==> config.mk <==
export PLATFORM = sky130hd
export DESIGN_NAME = reg_writeback
export DESIGN_NICKNAME = d
export VERILOG_FILES = /design/src/rtl/reg_writeback_pkg.sv /design/src/rtl/reg_writeback_fifo.sv /design/src/rtl/reg_writeback.sv
export SDC_FILE = /design/constraint.sdc
export NUM_CORES = 1
export LEC_CHECK = 0
export BUFFER_PORTS_ARGS = -buffer_cell sky130_fd_sc_hd__buf_2
export CORE_MARGIN = 4
export CORE_UTILIZATION = 54
export CTS_CLUSTER_DIAMETER = 120
export DETAILED_ROUTE_END_ITERATION = 7
export PLACE_DENSITY = 0.8
export SYNTH_ARGS = -nofsm -noshare
export SYNTH_HDL_FRONTEND = slang
export SYNTH_SLANG_ARGS = --single-unit
==> constraint.sdc <==
create_clock -name clk -period 3.48 [get_ports clk]
set_input_delay 0.522 -clock clk [delete_from_list [all_inputs] [get_ports clk]]
set_output_delay 0.522 -clock clk [all_outputs]
set_load 0.01 [all_outputs]
==> src/rtl/reg_writeback_pkg.sv <==
// Shared widths, write-source encoding and hold-register layout for the
// register writeback block.
package reg_writeback_pkg;

  localparam int REG_W        = 5;
  localparam int DATA_W       = 32;
  localparam int NUM_REGS     = 1 << REG_W;
  localparam int LD_DEPTH_DEF = 4;

  typedef logic [REG_W-1:0]  reg_idx_t;
  typedef logic [DATA_W-1:0] data_t;

  typedef enum logic [1:0] {
    SRC_NONE,
    SRC_LOAD,
    SRC_HOLD,
    SRC_ALU
  } wb_src_e;

  typedef struct packed {
    logic     valid;
    reg_idx_t rd;
    data_t    data;
  } hold_t;

  // A source is unavailable while a load or a parked ALU result targets it,
  // unless that value is being written right now and can be bypassed.
  function automatic logic src_hazard(input reg_idx_t            ra,
                                      input logic [NUM_REGS-1:0] busy,
                                      input hold_t               hold,
                                      input logic                we,
                                      input reg_idx_t            wa);
    return (ra != '0) && (busy[ra] || (hold.valid && hold.rd == ra))
           && !(we && wa == ra);
  endfunction

endpackage

==> src/rtl/reg_writeback_fifo.sv <==
// wb_fifo: in-order FIFO of outstanding load destinations with wrapping
// pointers; push/pop are ignored when full/empty respectively.
module wb_fifo
  import reg_writeback_pkg::*;
#(
  parameter int DEPTH = LD_DEPTH_DEF,
  parameter int WIDTH = REG_W
) (
  input  logic                     clk,
  input  logic                     rst,
  input  logic                     push,
  input  logic [WIDTH-1:0]         push_data,
  input  logic                     pop,
  output logic [WIDTH-1:0]         head,
  output logic [$clog2(DEPTH):0]   count,
  output logic                     full,
  output logic                     empty
);

  localparam int PTR_W = $clog2(DEPTH);

  logic [WIDTH-1:0] r_mem [DEPTH];
  logic [PTR_W-1:0] r_wr_ptr;
  logic [PTR_W-1:0] r_rd_ptr;
  logic [PTR_W:0]   r_count;
  logic             w_push;
  logic             w_pop;

  assign full   = (r_count == (PTR_W+1)'(DEPTH));
  assign empty  = (r_count == '0);
  assign w_push = push && !full;
  assign w_pop  = pop && !empty;
  assign head   = r_mem[r_rd_ptr];
  assign count  = r_count;

  // NOTE: the payload array is deliberately left out of reset; the count and
  // pointers decide which entries are meaningful, so stale data is harmless.
  always_ff @(posedge clk) begin
    if (w_push) r_mem[r_wr_ptr] <= push_data;
  end

  // NOTE: sequential state uses non-blocking assignments so every register
  // samples the pre-edge values regardless of statement order.
  always_ff @(posedge clk or negedge rst) begin
    if (!rst) begin
      r_wr_ptr <= '0;
      r_rd_ptr <= '0;
      r_count  <= '0;
    end else begin
      if (w_push) r_wr_ptr <= r_wr_ptr + PTR_W'(1);
      if (w_pop)  r_rd_ptr <= r_rd_ptr + PTR_W'(1);
      if (w_push && !w_pop)      r_count <= r_count + (PTR_W+1)'(1);
      else if (w_pop && !w_push) r_count <= r_count - (PTR_W+1)'(1);
    end
  end

endmodule

==> src/rtl/reg_writeback.sv <==
// Register-file writeback arbiter: merges in-order load responses with ALU
// results, tracks outstanding load destinations and reports source hazards.
module reg_writeback
  import reg_writeback_pkg::*;
#(
  parameter int LD_DEPTH = LD_DEPTH_DEF
) (
  input  logic                      clk,
  input  logic                      rst,
  input  logic                      alu_valid,
  input  logic [REG_W-1:0]          alu_rd,
  input  logic [DATA_W-1:0]         alu_data,
  output logic                      alu_ready,
  input  logic                      ld_issue,
  input  logic [REG_W-1:0]          ld_issue_rd,
  output logic                      ld_ready,
  input  logic                      ld_resp_valid,
  input  logic [DATA_W-1:0]         ld_resp_data,
  output logic                      we,
  output logic [REG_W-1:0]          wa,
  output logic [DATA_W-1:0]         wd,
  input  logic [REG_W-1:0]          ra1,
  input  logic [REG_W-1:0]          ra2,
  output logic                      hazard1,
  output logic                      hazard2,
  output logic [$clog2(LD_DEPTH):0] ld_count,
  output logic                      err
);

  hold_t               r_hold;
  logic [NUM_REGS-1:0] r_busy;
  logic                r_err;

  hold_t               w_hold_next;
  logic [NUM_REGS-1:0] w_busy_next;
  wb_src_e             w_src;
  reg_idx_t            w_head_rd;
  logic                w_full;
  logic                w_empty;
  logic                w_resp_ok;
  logic                w_issue_ok;
  logic                w_alu_acc;

  wb_fifo #(
    .DEPTH (LD_DEPTH),
    .WIDTH (REG_W)
  ) u_fifo (
    .clk       (clk),
    .rst       (rst),
    .push      (w_issue_ok),
    .push_data (ld_issue_rd),
    .pop       (w_resp_ok),
    .head      (w_head_rd),
    .count     (ld_count),
    .full      (w_full),
    .empty     (w_empty)
  );

  // Uses the registered full flag, so a same-cycle retire never frees a slot.
  assign ld_ready   = !w_full && !(ld_issue_rd != '0 && r_busy[ld_issue_rd]);
  assign alu_ready  = !r_hold.valid;
  assign w_issue_ok = ld_issue && ld_ready;
  assign w_alu_acc  = alu_valid && alu_ready;
  assign w_resp_ok  = ld_resp_valid && !w_empty;

  // NOTE: combinational blocks assign every output a default first and use
  // blocking '=' so later branches override it without inferring a latch.
  always_comb begin
    w_src = SRC_NONE;
    wa    = '0;
    wd    = '0;
    if (w_resp_ok) begin
      w_src = SRC_LOAD;
      wa    = w_head_rd;
      wd    = ld_resp_data;
    end else if (r_hold.valid) begin
      w_src = SRC_HOLD;
      wa    = r_hold.rd;
      wd    = r_hold.data;
    end else if (w_alu_acc) begin
      w_src = SRC_ALU;
      wa    = alu_rd;
      wd    = alu_data;
    end
  end

  // x0 is never written; reset also masks a live ALU offer.
  assign we = rst && (w_src != SRC_NONE) && (wa != '0);

  assign hazard1 = src_hazard(ra1, r_busy, r_hold, we, wa);
  assign hazard2 = src_hazard(ra2, r_busy, r_hold, we, wa);
  assign err     = r_err;

  always_comb begin
    w_busy_next = r_busy;
    if (w_resp_ok)                         w_busy_next[w_head_rd]   = 1'b0;
    if (w_issue_ok && ld_issue_rd != '0)   w_busy_next[ld_issue_rd] = 1'b1;

    w_hold_next = r_hold;
    if (w_src == SRC_HOLD) w_hold_next.valid = 1'b0;
    // An accepted ALU result that lost arbitration is parked for later.
    if (w_alu_acc && w_src != SRC_ALU) begin
      w_hold_next.valid = 1'b1;
      w_hold_next.rd    = alu_rd;
      w_hold_next.data  = alu_data;
    end
  end

  always_ff @(posedge clk or negedge rst) begin
    if (!rst) begin
      r_busy <= '0;
      r_hold <= '0;
      r_err  <= 1'b0;
    end else begin
      r_busy <= w_busy_next;
      r_hold <= w_hold_next;
      if (ld_resp_valid && w_empty) r_err <= 1'b1;
    end
  end

endmodule

==> results.json <==
{
  "outcome": "completed",
  "drv_slew": 0,
  "leakage_nw": 2.79,
  "start_util": 0.564,
  "crit_path_top_delay_cell": "dfrtp_1",
  "synth_area_um2": 5610,
  "skew_ns": 0.0133,
  "num_vias": 4791,
  "cts_root_buf": "clkbuf_8",
  "postSynthCellCount": 501,
  "synthFlopType": "dfrtp_1",
  "worst_path_largest_cell_delay_ns": 0.52,
  "async_flop_share": 0.796,
  "gp_congestion": 0.999,
  "ys_warn_count": 0,
  "peakVddDrop_mv": 0.392,
  "first_iter_violations": 565,
  "ant_nets": 0,
  "rows": 36,
  "cp.depth": 8,
  "fmax_mhz": 303,
  "worstSetupPathType": "register to primary output",
  "cts_hold_buf": 0,
  "wirelength_um": 15400,
  "rr_worst_depth": 11,
  "synth.top_cells.by_area": "dfrtp_1 (35%), mux4_2 (12%), edfxtp_1 (11%)",
  "r2r-start": "r_busy[7]",
  "drive_above_1_share": 0.374,
  "critPathTopFamily": "compound AO/OA/AOI/OAI gates",
  "r2r-end": "u_fifo.count[2]",
  "fin_crit_ns": 3.30,
  "worstPathRequired_ns": 2.96,
  "hold_class": "primary input to async pin",
  "start_kind": "register",
  "p_per_area_nw_per_um2": 771,
  "die_area_um2": 12100,
  "finalSetupViolCount": 0,
  "grt_first_pass_wirelength_um": 24000,
  "worstMarginPinSlew_ns": 0.979,
  "antenna_found_initial": 0,
  "drt-wirelength-per-cell_um": 20.3,
  "critPathMaxFanout": 40,
  "die-width_um": 110,
  "layout.nets": 716,
  "cts.clk_slew.worst_paths_ns": 0.11,
  "htreeDepth": 3,
  "clockBufferDepth": 2,
  "synth.avg_cell_area_um2": 11.2,
  "rsz0062_at_grt": "false",
  "final-instance-count-excl-fill": 759,
  "slew_headroom": 0.347,
  "clock-sinks": 98,
  "r2r_slack_ns": 0.58,
  "place_inst": 743,
  "ys_seq_area_frac": 0.455,
  "clkLatencyLatePin_ns": 0.38,
  "finalHoldViolCount": 0,
  "cts_resized": 0,
  "die_h_um": 110,
  "num_antenna_cells": 0,
  "drv_cap": 0,
  "synth.most_common_cell": "nor2_1",
  "port-buffer-count": 134,
  "fin_setup_tns_ns": 0,
  "setup.worst_path.end_class": "primary output",
  "synth_top_area_share": 0.348,
  "cts_setup_buffers": 0,
  "synth_area_leader_cell": "dfrtp_1",
  "finalPower_mw": 5.09,
  "post-route-period-util": 0.949,
  "place_area_um2": 6390,
  "drc_errors": 0,
  "worstPathCellList": "o31a_1 -> buf_4 -> a221oi_1 -> nor2_1 -> nor3_1 -> a31oi_1 -> a41oi_1 -> buf_2",
  "syn_to_final_growth_pct": 17.6,
  "cts_tree": "yes",
  "syn_nets": 596,
  "via_per_inst": 6.31,
  "dp_slack_ns": 0.0785,
  "crit_buf_inv": 2,
  "grt_pass1_vias": 4684,
  "final_cell_area_um2": 6600,
  "ys_types": 43,
  "synth_common_cells": "nor2_1 (79), dfrtp_1 (78), o21ai_0 (66), mux2_2 (39), a221oi_1 (35)",
  "crit_arrival_ns": 2.78,
  "pin_count": 135,
  "cts_buffers": 9,
  "dpl.hpwl_um": 11200,
  "grt_max_degree": 79,
  "grt_util_all_layers": 0.261,
  "gr-total-overflow": 0,
  "coreArea_um2": 9950,
  "dr.pass1.iters": 5,
  "synth_seq_cells": 98,
  "fin_ws_ns": 0.177,
  "synth_edf_count": 20
}
cell usage in the layout (no fill, tap or decap), types with 3 or more instances in the layout:
cell type | netlist | final
nor4_1 | 4 | 4
edfxtp_1 | 20 | 20
ha_1 | 5 | 5
nand2_1 | 15 | 15
nor3_1 | 5 | 5
inv_1 | 8 | 8
a31oi_1 | 3 | 3
buf_4 | 1 | 11
a32oi_1 | 4 | 4
o21ai_1 | 2 | 3
buf_2 | 3 | 133
o21ai_0 | 66 | 65
and3_1 | 5 | 5
nand3_1 | 5 | 5
or3_1 | 3 | 3
xor2_1 | 12 | 12
nor2_1 | 79 | 79
mux4_2 | 31 | 31
mux2_2 | 39 | 39
a221oi_1 | 35 | 35
nor2b_1 | 6 | 5
xnor2_1 | 14 | 14
nand3b_1 | 3 | 3
clkbuf_8 | 0 | 9
dfrtp_1 | 78 | 78
cells by family (layout without fill, tap and decap cells):
| group | after synthesis | after routing | share of synthesized area |
|---|---|---|---|
| AND/OR/NAND/NOR | 136 | 136 | 0.111 |
| AO/OA/AOI/OAI | 120 | 120 | 0.143 |
| flip-flops | 98 | 98 | 0.455 |
| multiplexers | 72 | 72 | 0.206 |
| buffers and inverters | 43 | 168 | 0.0301 |
| XOR/XNOR | 26 | 26 | 0.0406 |
| adder cells (fa/ha/maj) | 6 | 6 | 0.0147 |
metal layers:
metal | GRT usage | routed length, um | part of all wire | vias up
met2 | 0.427 | 7640 | 0.50 | 255
met3 | 0.0546 | 1360 | 0.088 | 30
met4 | 0.101 | 323 | 0.021 | 0
li1 | - | - | - | 2132
met1 | 0.341 | 6080 | 0.39 | 2374
met5 | 0 | 0 | 0 | -
sequential cells by signal (all words and copies together), names as in the netlist:
signal	cells
r_hold	38
err	1
u_fifo.count	3
u_fifo.r_wr_ptr	2
u_fifo.r_rd_ptr	2
u_fifo.r_mem	20
r_busy	32
cell type report:
cell class / instances / area, um2
Clock buffer: 9 / 124
Clock inverter: 7 / 83.8
Fill cell: 755 / 3360
Inverter: 8 / 30.0
Multi-Input combinational cell: 360 / 2890
Sequential cell: 98 / 2550
Tap cell: 133 / 166
Timing Repair Buffer: 144 / 748
power by group:
part           switching [mW]  total, mW  internal [mW]
Sequential              0.420       2.07           1.65
Combinational            1.16       2.24           1.07
Clock                   0.436      0.780          0.345
worst reg2reg max path: cells and delay by family (launching register included):
kind                     cells  cell delay (ns)
AO/OA/AOI/OAI                2             0.40
AND/OR/NAND/NOR              3             0.53
XOR/XNOR                     2             0.34
buffers and inverters        1             0.07
multiplexers                 1             0.47
adder cells (fa/ha/maj)      2             0.58
flip-flops                   1             0.43
through the flow:
step	utilization	hold WS [ns]
floorplan	-	0.226
global placement	0.642	0.441
detailed placement	0.642	0.450
CTS	0.663	0.366
global route	0.663	0.380
finish	0.663	0.375
how the worst max path moves through the flow:
stage | end | slack, ns | from
finish | hazard2 | 0.18 | u_fifo.count[2]
floorplan | u_fifo.count[2] | 0.44 | ld_issue_rd[0]
CTS | hazard1 | 0.11 | u_fifo.r_rd_ptr[0]
global route | hazard2 | 0.001 | u_fifo.count[0]
global placement | u_fifo.count[2] | 0.16 | ld_issue_rd[0]
detailed placement | u_fifo.count[2] | 0.08 | ld_issue_rd[0]
Power figures use the tool's default switching activity.
